`src/rtl/regfile_read_arbiter.sv`:
```
// Round-robin sharing of the single register-file read port; grant/select are combinational, data returns registered 1 cycle later.
// Optional REGFILE_ARB_R0_ZERO_EN forces read data of address 0 to zero; port_hold blocks grants, never an in-flight response.
module regfile_read_arbiter #(
    parameter int IDW = 2,
    parameter int DW  = 32
) (
    input  logic                  clock,
    input  logic                  reset,
    input  logic [2**IDW-1:0]     req,
    input  logic [5*(2**IDW)-1:0] req_addr,
    input  logic                  port_hold,
    input  logic [DW-1:0]         port_data,
    output logic [4:0]            port_sel,
    output logic [2**IDW-1:0]     gnt,
    output logic                  rsp_valid,
    output logic [IDW-1:0]        rsp_id,
    output logic [DW-1:0]         rsp_data
);

    localparam int NREQ = 2**IDW;

    logic [IDW-1:0]  ptr_q, ptr_d;
    logic            rsp_valid_q;
    logic [IDW-1:0]  rsp_id_q;
    logic [DW-1:0]   rsp_data_q, rsp_data_d;

    logic [NREQ-1:0] elig;
    logic [NREQ-1:0] gnt_c;
    logic [4:0]      sel_c;
    logic [IDW-1:0]  win;
    logic [IDW-1:0]  idx;
    logic            found;

    // Scan starting at ptr; the IDW-bit add wraps the scan modulo NREQ.
    always_comb begin
        elig  = (reset || port_hold) ? '0 : req;
        found = 1'b0;
        win   = '0;
        idx   = '0;
        gnt_c = '0;
        sel_c = '0;
        for (int k = 0; k < NREQ; k++) begin
            idx = ptr_q + IDW'(k);
            if (!found && elig[idx]) begin
                found = 1'b1;
                win   = idx;
            end
        end
        if (found) begin
            gnt_c[win] = 1'b1;
            sel_c      = req_addr[5*int'(win) +: 5];
        end
    end

`ifdef REGFILE_ARB_R0_ZERO_EN
    assign rsp_data_d = (sel_c == 5'd0) ? '0 : port_data;
`else
    assign rsp_data_d = port_data;
`endif

    assign ptr_d = win + IDW'(1);

    always_ff @(posedge clock) begin
        if (reset) begin
            ptr_q       <= '0;
            rsp_valid_q <= 1'b0;
            rsp_id_q    <= '0;
            rsp_data_q  <= '0;
        end else if (found) begin
            ptr_q       <= ptr_d;
            rsp_valid_q <= 1'b1;
            rsp_id_q    <= win;
            rsp_data_q  <= rsp_data_d;
        end else begin
            rsp_valid_q <= 1'b0;
        end
    end

    assign gnt       = gnt_c;
    assign port_sel  = sel_c;
    assign rsp_valid = rsp_valid_q;
    assign rsp_id    = rsp_id_q;
    assign rsp_data  = rsp_data_q;

endmodule
```
`config.mk`:
```
export PLATFORM = sky130hd
export DESIGN_NAME = regfile_read_arbiter
export DESIGN_NICKNAME = d
export VERILOG_FILES = /design/src/rtl/regfile_read_arbiter.sv
export SDC_FILE = /design/constraint.sdc
export NUM_CORES = 1
export LEC_CHECK = 0
export CAP_MARGIN = 15
export CORE_MARGIN = 8
export CORE_UTILIZATION = 38
export CTS_CLUSTER_DIAMETER = 30
export DETAILED_ROUTE_END_ITERATION = 10
export HOLD_SLACK_MARGIN = 0.12
export PLACE_DENSITY = 0.89
export SLEW_MARGIN = 20
export SYNTH_ARGS = -nofsm -noshare
export SYNTH_HDL_FRONTEND = slang
export SYNTH_SLANG_ARGS = --single-unit
```
`constraint.sdc`:
```
create_clock -name clock -period 3.85 [get_ports clock]
set_input_delay 0.385 -clock clock [delete_from_list [all_inputs] [get_ports clock]]
set_output_delay 0.385 -clock clock [all_outputs]
set_load 0.005 [all_outputs]
```
==> run_results.csv <==
group,metric,value,unit
logic_synthesis,synth_cells,196,
global_routing,grt_pass1_vias,1653,
timing,setup_tns,0,ns
clock_tree,cts_tree,"built",
floorplanning,die_y,80.4,µm
final_layout,final_net_count,360,
setup_path,start_kind,"primary input",
detailed_routing,drt-initial-drc-count,68,
floorplanning,die_area,6470,µm²
logic_synthesis,netlist_area,1580,µm²
final_layout,area_delta_synth_final,75.9,%
pwr,totalPowerFinal,0.931,mW
floorplanning,start_util,39.4,%
final_layout,final_common_cell,"clkdlybuf4s50_1",
placement,dp.cells,340,
timing,holdWs,0.454,ns
clock_tree,cts_setup_buffers,0,
clock_tree,cts_root_buf,"clkbuf_8",
detailed_routing,wirelength,5.28,mm
placement,pre_cts_ws,0.512,ns
placement,routabilityCongestion,0.806,
clock_tree,clock_latency,0.28,ns
clock_tree,htreeDepth,2,
placement,dp_hpwl,3.98,mm
floorplanning,num_rows,23,
detailed_routing,dr.pass1.iters,4,
setup_path,crit_arrival,2.96,ns
detailed_routing,wire_per_inst,15.2,µm
global_routing,antenna_found_initial,0,
global_routing,grtUsageTotal,16.2,%
logic_synthesis,syn_nets,259,
placement,portBuffers,102,
setup_path,crit_type,"in -> out",
final_layout,finalNonFillerCells,348,
final_layout,drive_above_1_share,5.37,%
logic_synthesis,yosys_warnings,0,
timing,grt_setup_unrepaired,"no",
clock_tree,postCtsHoldBufs,0,
status,status,"finished, final reports clean",
setup_path,crit_fanout,8,
clock_tree,cts_buffer_depth,2,
detailed_routing,postRouteAntennaNets,0,
clock_tree,cts_inserted_buffers,5,
job,max-cap-violations,0,
floorplanning,io_pins,103,
detailed_routing,vias,1647,
setup_path,endpoint_kind,"output pin",
floorplanning,die_x,80.4,µm
timing,timing.fmax,299,MHz
global_routing,grt_pass1_wl,8.23,mm
logic_synthesis,synth-seq-cells,37,
logic_synthesis,synth_cell_type_count,22,
timing,relSlewSlack,47.1,%
setup_path,required,3.46,ns
pwr,max-vdd-ir-drop,0.298,mV
floorplanning,core_area,4000,µm²
final_layout,nFillCells,355,
global_routing,grt_max_degree,37,
logic_synthesis,yosysSeqAreaShare,46.9,%
timing,timing_hold_violations_final,0,
timing,slew_viol_final,0,
final_layout,multiInputGateArea,766,µm²
detailed_routing,vias_per_cell,4.73,
timing,skew,0.00262,ns
timing,fin_ws,0.509,ns
timing,period_share,86.8,%
clock_tree,clk_pin_slew,0.07,ns
final_layout,seq_area,741,µm²
hold_path,hold_path_class,"reg -> reg",
pwr,p_per_area,336,nW/µm²
final_layout,n_antenna_cell,0,
global_routing,grt_overflow,0,
logic_synthesis,synth.avg_cell_area,8.05,µm²
timing,period_needed,3.34,ns
pwr,p_leak,1.01,nW
detailed_routing,drc,0,
final_layout,mostFrequentLayoutCells,"clkdlybuf4s50_1, nand2_1, dfxtp_1",
timing,worstMarginPinSlew,0.792,ns
clock_tree,post_cts_resized,0,
timing,setup_violations,0,
clock_tree,cts_sinks,37,
==> final timing paths <==
kind,depth (start not counted),slack (ns),end,start
max,8,0.51,port_sel[3],req[0]
max reg2reg,5,1.89,ptr_q[1]$_SDFFE_PP0P_,ptr_q[1]$_SDFFE_PP0P_
min reg2reg,2,0.45,rsp_data[25]$_SDFFE_PP0P_,rsp_data[25]$_SDFFE_PP0P_
min,2,0.45,rsp_data[25]$_SDFFE_PP0P_,rsp_data[25]$_SDFFE_PP0P_
==> per-layer routing <==
metal / GRT usage (%) / vias to the layer above / share of wire (%)
met5: 0 / - / 0
met4: 5.45 / 0 / 1.6
li1: - / 844 / -
met1: 17.1 / 740 / 39
met2: 28.8 / 53 / 51
met3: 5.69 / 10 / 8.1
==> Yosys cell counts <==
library cell  instances  share of area [%]
nand2_1              68                 16
dfxtp_1              37                 47
a21oi_1              36                 11
clkbuf_1             12                2.9
mux2i_1              10                6.3
and2_1                4                1.6
ha_1                  4                3.2
inv_1                 4               0.95
o22ai_1               4                1.6
nor2_1                3               0.71
nand2b_1              2               0.79
nor2b_1               2               0.79
a21boi_0              1               0.48
buf_6                 1               0.71
mux4_2                1                1.4
nor3_1                1               0.32
nor3b_4               1                1.2
nor4_1                1               0.40
o21ai_0               1               0.32
o21bai_1              1               0.48
o221ai_1              1               0.56
o22ai_2               1               0.79
==> where the power goes <==
group	leakage, nW	total [mW]	switching, mW	internal [mW]
Sequential	0.302	0.410	0.00926	0.400
Clock	0.0574	0.348	0.137	0.211
Combinational	0.653	0.174	0.0632	0.111
Total	1.01	0.931	0.209	0.722
==> cell families (layout without fill, tap and decap cells) <==
family | count (synthesis) | count (layout) | synth area share [%]
and+or+nand+nor | 82 | 82 | 22.0
muxes | 11 | 11 | 7.77
DFF | 37 | 37 | 46.9
buffers and inverters | 17 | 119 | 4.52
AOI/OAI and AO/OA | 45 | 45 | 15.6
adders and majority gates | 4 | 4 | 3.17
==> state kept, by name, indices dropped and copies added (netlist names) <==
signal,flops
rsp_data,32
rsp_id,2
rsp_valid,1
ptr_q,2
==> final cells by class <==
class | instances | area share [%]
Tap cell | 50 | 2.25
Sequential cell | 37 | 26.7
Clock buffer | 6 | 2.98
Multi-Input combinational cell | 142 | 27.6
Inverter | 4 | 0.541
Clock inverter | 2 | 1.35
Timing Repair Buffer | 107 | 38.6
==> worst max-delay path: stages <==
cell             delay (ns)
clkdlybuf4s50_1        0.47
nor2b_1                0.18
mux4_2                 0.50
nor3b_4                0.47
buf_12                 0.20
mux2i_1                0.21
o22ai_2                0.09
clkdlybuf4s50_1        0.45
==> per-stage QoR <==
step	utilization, %	cell area, µm²
floorplan	-	1580
global placement	66.4	2660
detailed placement	66.4	2660
CTS	69.4	2780
global route	69.4	2780
finish	69.4	2780
Power figures use the tool's default switching activity.
